==> src/rtl/spike_monitor.sv <==
`default_nettype none
// ============================================================================
// spike_monitor : windowed spike statistics for a LIF neuron
//                 (spike count, minimum inter-spike interval, peak state)
// Revision      : 1.0
// ============================================================================
module spike_monitor #(
   parameter int W = 8
) (
   input  logic         clk,
   input  logic         rst_n,
   input  logic         spike,
   input  logic [W-1:0] state_in,
   input  logic [W-1:0] win_len,
   input  logic         start,
   output logic         busy,
   output logic         result_valid,
   input  logic         result_ready,
   output logic [W-1:0] spike_count,
   output logic         sat,
   output logic [W-1:0] min_isi,
   output logic [W-1:0] peak_state
);

   localparam logic [1:0]   S_IDLE  = 2'd0;
   localparam logic [1:0]   S_COUNT = 2'd1;
   localparam logic [1:0]   S_HOLD  = 2'd2;
   localparam logic [W-1:0] C_ONES  = {W{1'b1}};
   localparam logic [W-1:0] C_ONE   = {{(W-1){1'b0}}, 1'b1};

   logic [1:0]   state_q,   state_d;
   logic [W-1:0] len_q,     len_d;
   logic [W-1:0] idx_q,     idx_d;
   logic [W-1:0] isi_q,     isi_d;
   logic         seen_q,    seen_d;
   logic [W-1:0] count_q,   count_d;
   logic         sat_q,     sat_d;
   logic [W-1:0] min_isi_q, min_isi_d;
   logic [W-1:0] peak_q,    peak_d;

   logic [W-1:0] isi_inc;
   logic [W-1:0] last_idx;

   always_comb begin
      // isi_q holds cycles elapsed since the previous spike; distance is one more
      isi_inc   = (isi_q == C_ONES) ? C_ONES : isi_q + C_ONE;
      // win_len of 0 wraps to all-ones here, giving a 2^W sample window
      last_idx  = len_q - C_ONE;
      state_d   = state_q;
      len_d     = len_q;
      idx_d     = idx_q;
      isi_d     = isi_q;
      seen_d    = seen_q;
      count_d   = count_q;
      sat_d     = sat_q;
      min_isi_d = min_isi_q;
      peak_d    = peak_q;
      case (state_q)
         S_IDLE: begin
            if (start) begin
               len_d     = win_len;
               idx_d     = '0;
               isi_d     = '0;
               seen_d    = 1'b0;
               count_d   = '0;
               sat_d     = 1'b0;
               min_isi_d = C_ONES;
               peak_d    = '0;
               state_d   = S_COUNT;
            end
         end
         S_COUNT: begin
            if (spike) begin
               if (count_q == C_ONES) begin
                  sat_d = 1'b1;
               end else begin
                  count_d = count_q + C_ONE;
               end
               if (seen_q && (isi_inc < min_isi_q)) begin
                  min_isi_d = isi_inc;
               end
               seen_d = 1'b1;
               isi_d  = '0;
            end else begin
               isi_d = isi_inc;
            end
            if (state_in > peak_q) begin
               peak_d = state_in;
            end
            idx_d = idx_q + C_ONE;
            if (idx_q == last_idx) begin
               state_d = S_HOLD;
            end
         end
         S_HOLD: begin
            if (result_ready) begin
               state_d = S_IDLE;
            end
         end
         default: begin
            state_d = S_IDLE;
         end
      endcase
   end

   always_ff @(posedge clk or negedge rst_n) begin
      if (!rst_n) begin
         state_q   <= S_IDLE;
         len_q     <= '0;
         idx_q     <= '0;
         isi_q     <= '0;
         seen_q    <= 1'b0;
         count_q   <= '0;
         sat_q     <= 1'b0;
         min_isi_q <= '0;
         peak_q    <= '0;
      end else begin
         state_q   <= state_d;
         len_q     <= len_d;
         idx_q     <= idx_d;
         isi_q     <= isi_d;
         seen_q    <= seen_d;
         count_q   <= count_d;
         sat_q     <= sat_d;
         min_isi_q <= min_isi_d;
         peak_q    <= peak_d;
      end
   end

   assign busy         = (state_q == S_COUNT) || (state_q == S_HOLD);
   assign result_valid = (state_q == S_HOLD);
   assign spike_count  = count_q;
   assign sat          = sat_q;
   assign min_isi      = min_isi_q;
   assign peak_state   = peak_q;

endmodule
`default_nettype wire
==> config.mk <==
export PLATFORM = sky130hd
export DESIGN_NAME = spike_monitor
export DESIGN_NICKNAME = d
export VERILOG_FILES = /design/src/rtl/spike_monitor.sv
export SDC_FILE = /design/constraint.sdc
export NUM_CORES = 1
export LEC_CHECK = 0
export ABC_AREA = 0
export CORE_MARGIN = 1
export CORE_UTILIZATION = 32
export CTS_CLUSTER_DIAMETER = 120
export DETAILED_ROUTE_END_ITERATION = 6
export PLACE_DENSITY_LB_ADDON = 0.08
export REMOVE_ABC_BUFFERS = 1
export SLEW_MARGIN = 20
export SYNTH_ARGS = -nofsm -noshare
export SYNTH_HDL_FRONTEND = slang
export SYNTH_SLANG_ARGS = --single-unit
==> constraint.sdc <==
create_clock -name clk -period 3.7 [get_ports clk]
set_clock_uncertainty 0.1 [all_clocks]
set_input_delay 0.74 -clock clk [delete_from_list [all_inputs] [get_ports clk]]
set_output_delay 0.74 -clock clk [all_outputs]
set_load 0.1 [all_outputs]
==> results by group <==
Outcome
  – Outcome: finished clean

GRT
  – Number of global-route vias before repair: between 2000 and 2500
  – First-pass GRT wire length: 12170 um
  – Global Route Usage Sum: between 10% and 20%
  – Initial antenna violation count: 0
  – Overflow after GRT: 0
  – Largest net degree at the start of global routing: 23

Cells and area
  – Ant. Diodes: 0
  – Final Net Count: about 400
  – Layout area overhead: 23.15%
  – Register area: 1301 um^2
  – Share of cells above drive strength 1: 11.26%
  – Final Util: between 40 and 50%
  – Final cell count without fillers: 493
  – Area of the multi-input gates: ~1700 um^2
  – Fill cell count: 967

Floorplan
  – # rows: 35
  – Full die area: 10180 um^2
  – I/O pin count: 48
  – Chip height: 100.9 um
  – CORE AREA: 9371 um^2
  – Die W: just over 100 um
  – Initial Util: around a third

Synthesis
  – XOR/XNOR Fraction of Synth Area: 5.878%
  – Synth cell count leaders: dfrtp_1, inv_1, ha_1
  – Netlist Area Pre-Place: 3129 um^2
  – Primary FF master, synth: dfrtp_1
  – Post-synthesis simple-gate area fraction: 18.59%
  – Yosys warning count: 0
  – Largest family of logic cells by synthesized area: simple AND/OR/NAND/NOR gates
  – Mux cell area share after synthesis: 3.878%
  – Area leader, netlist: dfrtp_1
  – Flops & latches, synth: 52
  – Post-Synthesis Cells: 310
  – Post-Synth Adder-Cell Area: 8.796%
  – Share of synthesized flip-flops with an asynchronous set or reset: 100.0%
  – Number of synthesized flops with an enable pin: 0
  – Most used standard cell by instance count after synthesis: dfrtp_1
  – Library cells used by synthesis: 55
  – Top post-synthesis cells by area: dfrtp_1, ha_1, nand4_1
  – Synth Area in Compound Gates: 16.91%
  – Area share of the largest cell type after synthesis: roughly two fifths
  – Syn_area_per_cell: 10.09 um^2
  – Sequential fraction of the synthesis area: 41.58%

Clock tree
  – CTS Buf Count: 5
  – CTS tree: yes
  – CTS sink count: 52
  – Post-CTS Setup Bufs: 0
  – Clock slew at reported path FFs: 0.10 ns
  – CTS root buf: clkbuf_8
  – CTS Buffer Depth: 2
  – CTS resizes: 0
  – CTS H-tree lvls: 2
  – CTS Hold Buffers Added: 0
  – Clk Latency, worst-skew pair: roughly 0.32 ns

STA
  – Final setup margin: ~0.48 ns
  – Tcrit/Tclk final: 86.98%
  – Worst slew pin tran: about 0.99 ns
  – Shortest period the worst path allows: 3.218 ns
  – Fin Setup TNS: 0 ns
  – Final setup violation count: 0
  – Unrepaired setup endpoints after global routing: false
  – Max_slew headroom: 34.06%
  – Final max-slew violation count: 0
  – Final hold vios: 0
  – Fmax: 310.7 MHz

Critical path
  – Crit-path max FO: 8
  – Crit path DAT: 3.33 ns
  – Critical path required time: about 3.8 ns
  – CP endpoint kind: flop
  – CP Launch Type: flop
  – Critical path class: flop to flop

Run
  – Max Cap Violations: 0

Placement
  – Port buffer count: 47
  – DPL Wire Length: 5164 um
  – Placer congestion estimate: about 0.72
  – Post-Place Worst Slack: around 0.53 ns
  – Placed Instances: 485

Detailed routing
  – Drc violations: 0
  – DRT antenna net count: 0
  – Drt pass-1 iters: 4
  – Initial DRC Count: 67
  – Vias per inst: between 5 and 6
  – Total number of vias: 2479
  – Wire per inst: between 10 and 15 um
  – WL final: 7020 um

Worst hold path
  – HP Class: input port to asynchronous set/reset pin

Power and ir drop
  – Peak VDD IR: ~450 uV
  – P_leak: between 1.5 and 2 nW
  – Pwr Total: about 0.0031 W
  – Power density cells: roughly 820 nW/um^2
[state kept, by name, indices dropped and copies added (netlist names)]
name,cells
isi_q,8
state_q,2
seen_q,1
len_q,8
sat,1
min_isi,8
peak_state,8
spike_count,8
idx_q,8
[path summary, 6_finish.rpt]
kind                                         from                      to  slack, ns  cells after the start
min in group clk           min_isi[3]$_DFFE_PN0P_  min_isi[3]$_DFFE_PN0P_       0.42                      1
max in group asynchronous                   rst_n    len_q[0]$_DFFE_PN0P_       2.58                      2
min                                         rst_n  min_isi[7]$_DFFE_PN0P_       0.26                      1
max reg2reg                  isi_q[0]$_DFFE_PN0P_  min_isi[7]$_DFFE_PN0P_       0.48                     10
max                          isi_q[0]$_DFFE_PN0P_  min_isi[7]$_DFFE_PN0P_       0.48                     10
min reg2reg                min_isi[3]$_DFFE_PN0P_  min_isi[3]$_DFFE_PN0P_       0.42                      1
[cell type report]
| cell class | instances | share of cell area (%) |
|---|---|---|
| multi-input combinational | 224 | 43.90 |
| clock inverter | 3 | 0.5519 |
| timing repair buffer | 55 | 13.38 |
| sequential | 52 | 33.77 |
| inverter | 25 | 2.435 |
| tap | 129 | 4.188 |
| clock buffer | 5 | 1.786 |
[per-stage QoR]
stage / hold slack, ns / instance area [um^2]
finish: 0.2599 / 3854
floorplan: 0.3444 / 3087
CTS: 0.2675 / 3854
global route: 0.2906 / 3854
detailed placement: 0.4036 / 3764
global placement: 0.3941 / 3764
[where the power goes]
group | total, W | internal (W) | switching, W
sequential | 0.000937 | 0.000738 | 0.000198
combinational | 0.00187 | 0.000603 | 0.00126
clock | 0.000341 | 0.000135 | 0.000206
[cell usage in the layout (no fill, tap or decap), types with 2 or more instances in the layout]
cell type and instances:
and3_1 5, nand2b_1 6, or3_1 2, ha_1 22, buf_4 12, mux2_2 9
a21o_1 5, clkbuf_8 5, o221ai_1 7, inv_1 25, nand4_1 19, nand3_1 14
xor2_1 13, o211ai_1 2, o22a_1 8, nand2_1 20, a22o_1 8, nor3_1 3
dfrtp_1 52, o21ai_0 5, o21a_1 5, o21ai_1 2, clkdlybuf4s50_1 42, mux2i_1 2
nor2_1 19, a31oi_1 2, xnor2_1 8, nor2b_1 3, nand3b_1 2, a21oi_1 8
[cell families (layout without fill, tap and decap cells)]
logic type | count (synthesis) | in the layout
AOI/OAI and AO/OA | 66 | 66
xor gates and xnor gates | 21 | 21
adders and majority gates | 22 | 22
buffers and inverters | 34 | 88
DFF | 52 | 52
muxes | 11 | 11
and+or+nand+nor | 104 | 104
[critical path, cell delays in order, from the launching register on]
cell and delay [ns]:
dfrtp_1 0.44, ha_1 0.26, and3_1 0.23, nand3_1 0.11, mux2i_1 0.22, inv_1 0.08, ha_1 0.31, a21o_1 0.18
a2111oi_1 0.48, nand3_1 0.39, o22a_1 0.32
[layer usage]
layer,global-route usage [%],part of all wire (%),vias to the layer above
li1,-,-,1243
met1,20.47,50,1196
met2,25.40,46,32
met3,2.566,2.5,8
met4,4.348,1.2,0
met5,0,0,-
Power figures use the tool's default switching activity.
==> edit: new RTL, same flow settings <==
Reset style: synchronous (`rst_n`), changed in one clocked block.
--- a/src/rtl/spike_monitor.sv
+++ b/src/rtl/spike_monitor.sv
@@ -103,7 +103,7 @@
       endcase
    end
 
-   always_ff @(posedge clk or negedge rst_n) begin
+   always_ff @(posedge clk) begin
       if (!rst_n) begin
          state_q   <= S_IDLE;
          len_q     <= '0;
Check against the original RTL: differs if rst_n is asserted again (counterexample within 4 cycles, from zero or initial values and one cycle with rst_n low); with rst_n held inactive, the same outputs for 10 cycles.
==> edit against the original RTL <==
  * Routed wire length fell by 0.44%
  * Via count rose by 7.3%
  * Maximum frequency is 6.4% higher
  * Sequential cell count did not move
  * First-iteration DRC count is 4.5% lower
  * Die area decreased by 2.2%
  * Worst setup slack improved by 190 ps
  * Final area shrank 2.1%
  * Synthesized area fell by 2.2%
  * Critical endpoint is now min_isi[3]
Power is not compared: it rests on default switching activity, and its combinational part moved more than twofold at a synthesized area within 25%.
==> edit: results (changes against the original RTL) <==
* Ys flop type: dfxtp_1 (was dfrtp_1)
* Status: finished, final reports clean (unchanged)
* CP max stage delay at 460 ps (was 480 ps)
* Multi-input combinational area share at 49.04% (was 43.90%)
* Largest net degree at the start of global routing at 27 (was 23)
* GP Congestion at 0.7965 (was 0.7200)
* CP max-delay cell: dfxtp_1 (was a2111oi_1)
* Crit share post-route at 81.74% (was 86.98%)
* Slew headroom at 34.17% (was 34.06%)
* CP max FO at 16 (was 8)
* Worst r2r src: isi_q[0] (unchanged)
* Multi-input gate count at 284 (was 224)
* Synth top area cells: dfxtp_1 (34%), ha_1 (9.0%), nand2_1 (7.1%), mux2i_1 (4.6%), xor2_1 (3.4%) (was dfrtp_1 (42%), ha_1 (8.8%), nand4_1 (3.8%), xor2_1 (3.6%), mux2_2 (3.2%))
* Pre-CTS setup slack at 618.3 ps (was 526.9 ps)
* Register area share after synthesis at 34.03% (was 41.58%)
* ClkCell Share at 2.953% (was 2.338%)
* Distinct cells, synth at 42 (was 55)
* Non-CTS inverters at 26 (was 25)
* Flop2flop setup slack at 680 ps (was 480 ps)
* Most frequent cells after synthesis: nand2_1 (58), dfxtp_1 (52), inv_1 (26), nor2_1 (24), ha_1 (22) (was dfrtp_1 (52), inv_1 (25), ha_1 (22), nand2_1 (20))
* Layout Nets at 465 (was 406)
* WL final at 6.989 mm (was 7.020 mm)
* Vias in the first global route at 2604 (was 2487)
* Fin cells at 552 (was 493)
* Buffering overhead at 13.54% (was 13.38%)
* Reg2Reg Depth at 12 (was 10)
* Dpl cell area at 3660 µm² (was 3764 µm²)
* Hold Crit Class: reg2reg (was in2async)
* R2r endpoint: min_isi[3] (was min_isi[7])
* Dpl cells at 544 (was 485)
* Detailed Place HPWL at 5.134 mm (was 5.164 mm)
* GRT Total Usage at 14.86% (was 15.29%)
* Share of layout cells above drive strength 1 at 4.728% (was 11.26%)
* Hold Slack at 389.1 ps (was 259.9 ps)
* Buffers outside the clock class at 53 (was 55)
* Asr flop ratio synth at 0% (was 100.0%)
* First-pass GRT wire length at 12.02 mm (was 12.17 mm)
-- edit: cells by family (layout without fill, tap and decap cells) --
kind of cell    after synthesis  after routing  synth area share [%]
compound gates               74             74                 16.24
xor+xnor                     22             22                 6.298
mux                          14             14                 4.581
flops                        52             52                 34.03
fa+ha+maj                    22             22                 8.998
simple gates                152            152                 24.34
buf+inv                      44             87                 5.521
-- edit: metal layers --
metal | global-route usage, % | vias up | wire (µm)
li1 | - | 1387 | -
met1 | 18.86 | 1246 | 3473
met2 | 25.52 | 24 | 3360
met3 | 2.507 | 4 | 117
met4 | 4.977 | 0 | 38
met5 | 0 | - | 0
-- edit: report_power, final --
part           switching, mW  internal (mW)  leakage (nW)
registers             0.0285          0.587         0.423
clock network          0.199          0.201        0.0541
logic                  0.265          0.137         0.979
total                  0.493          0.924          1.46
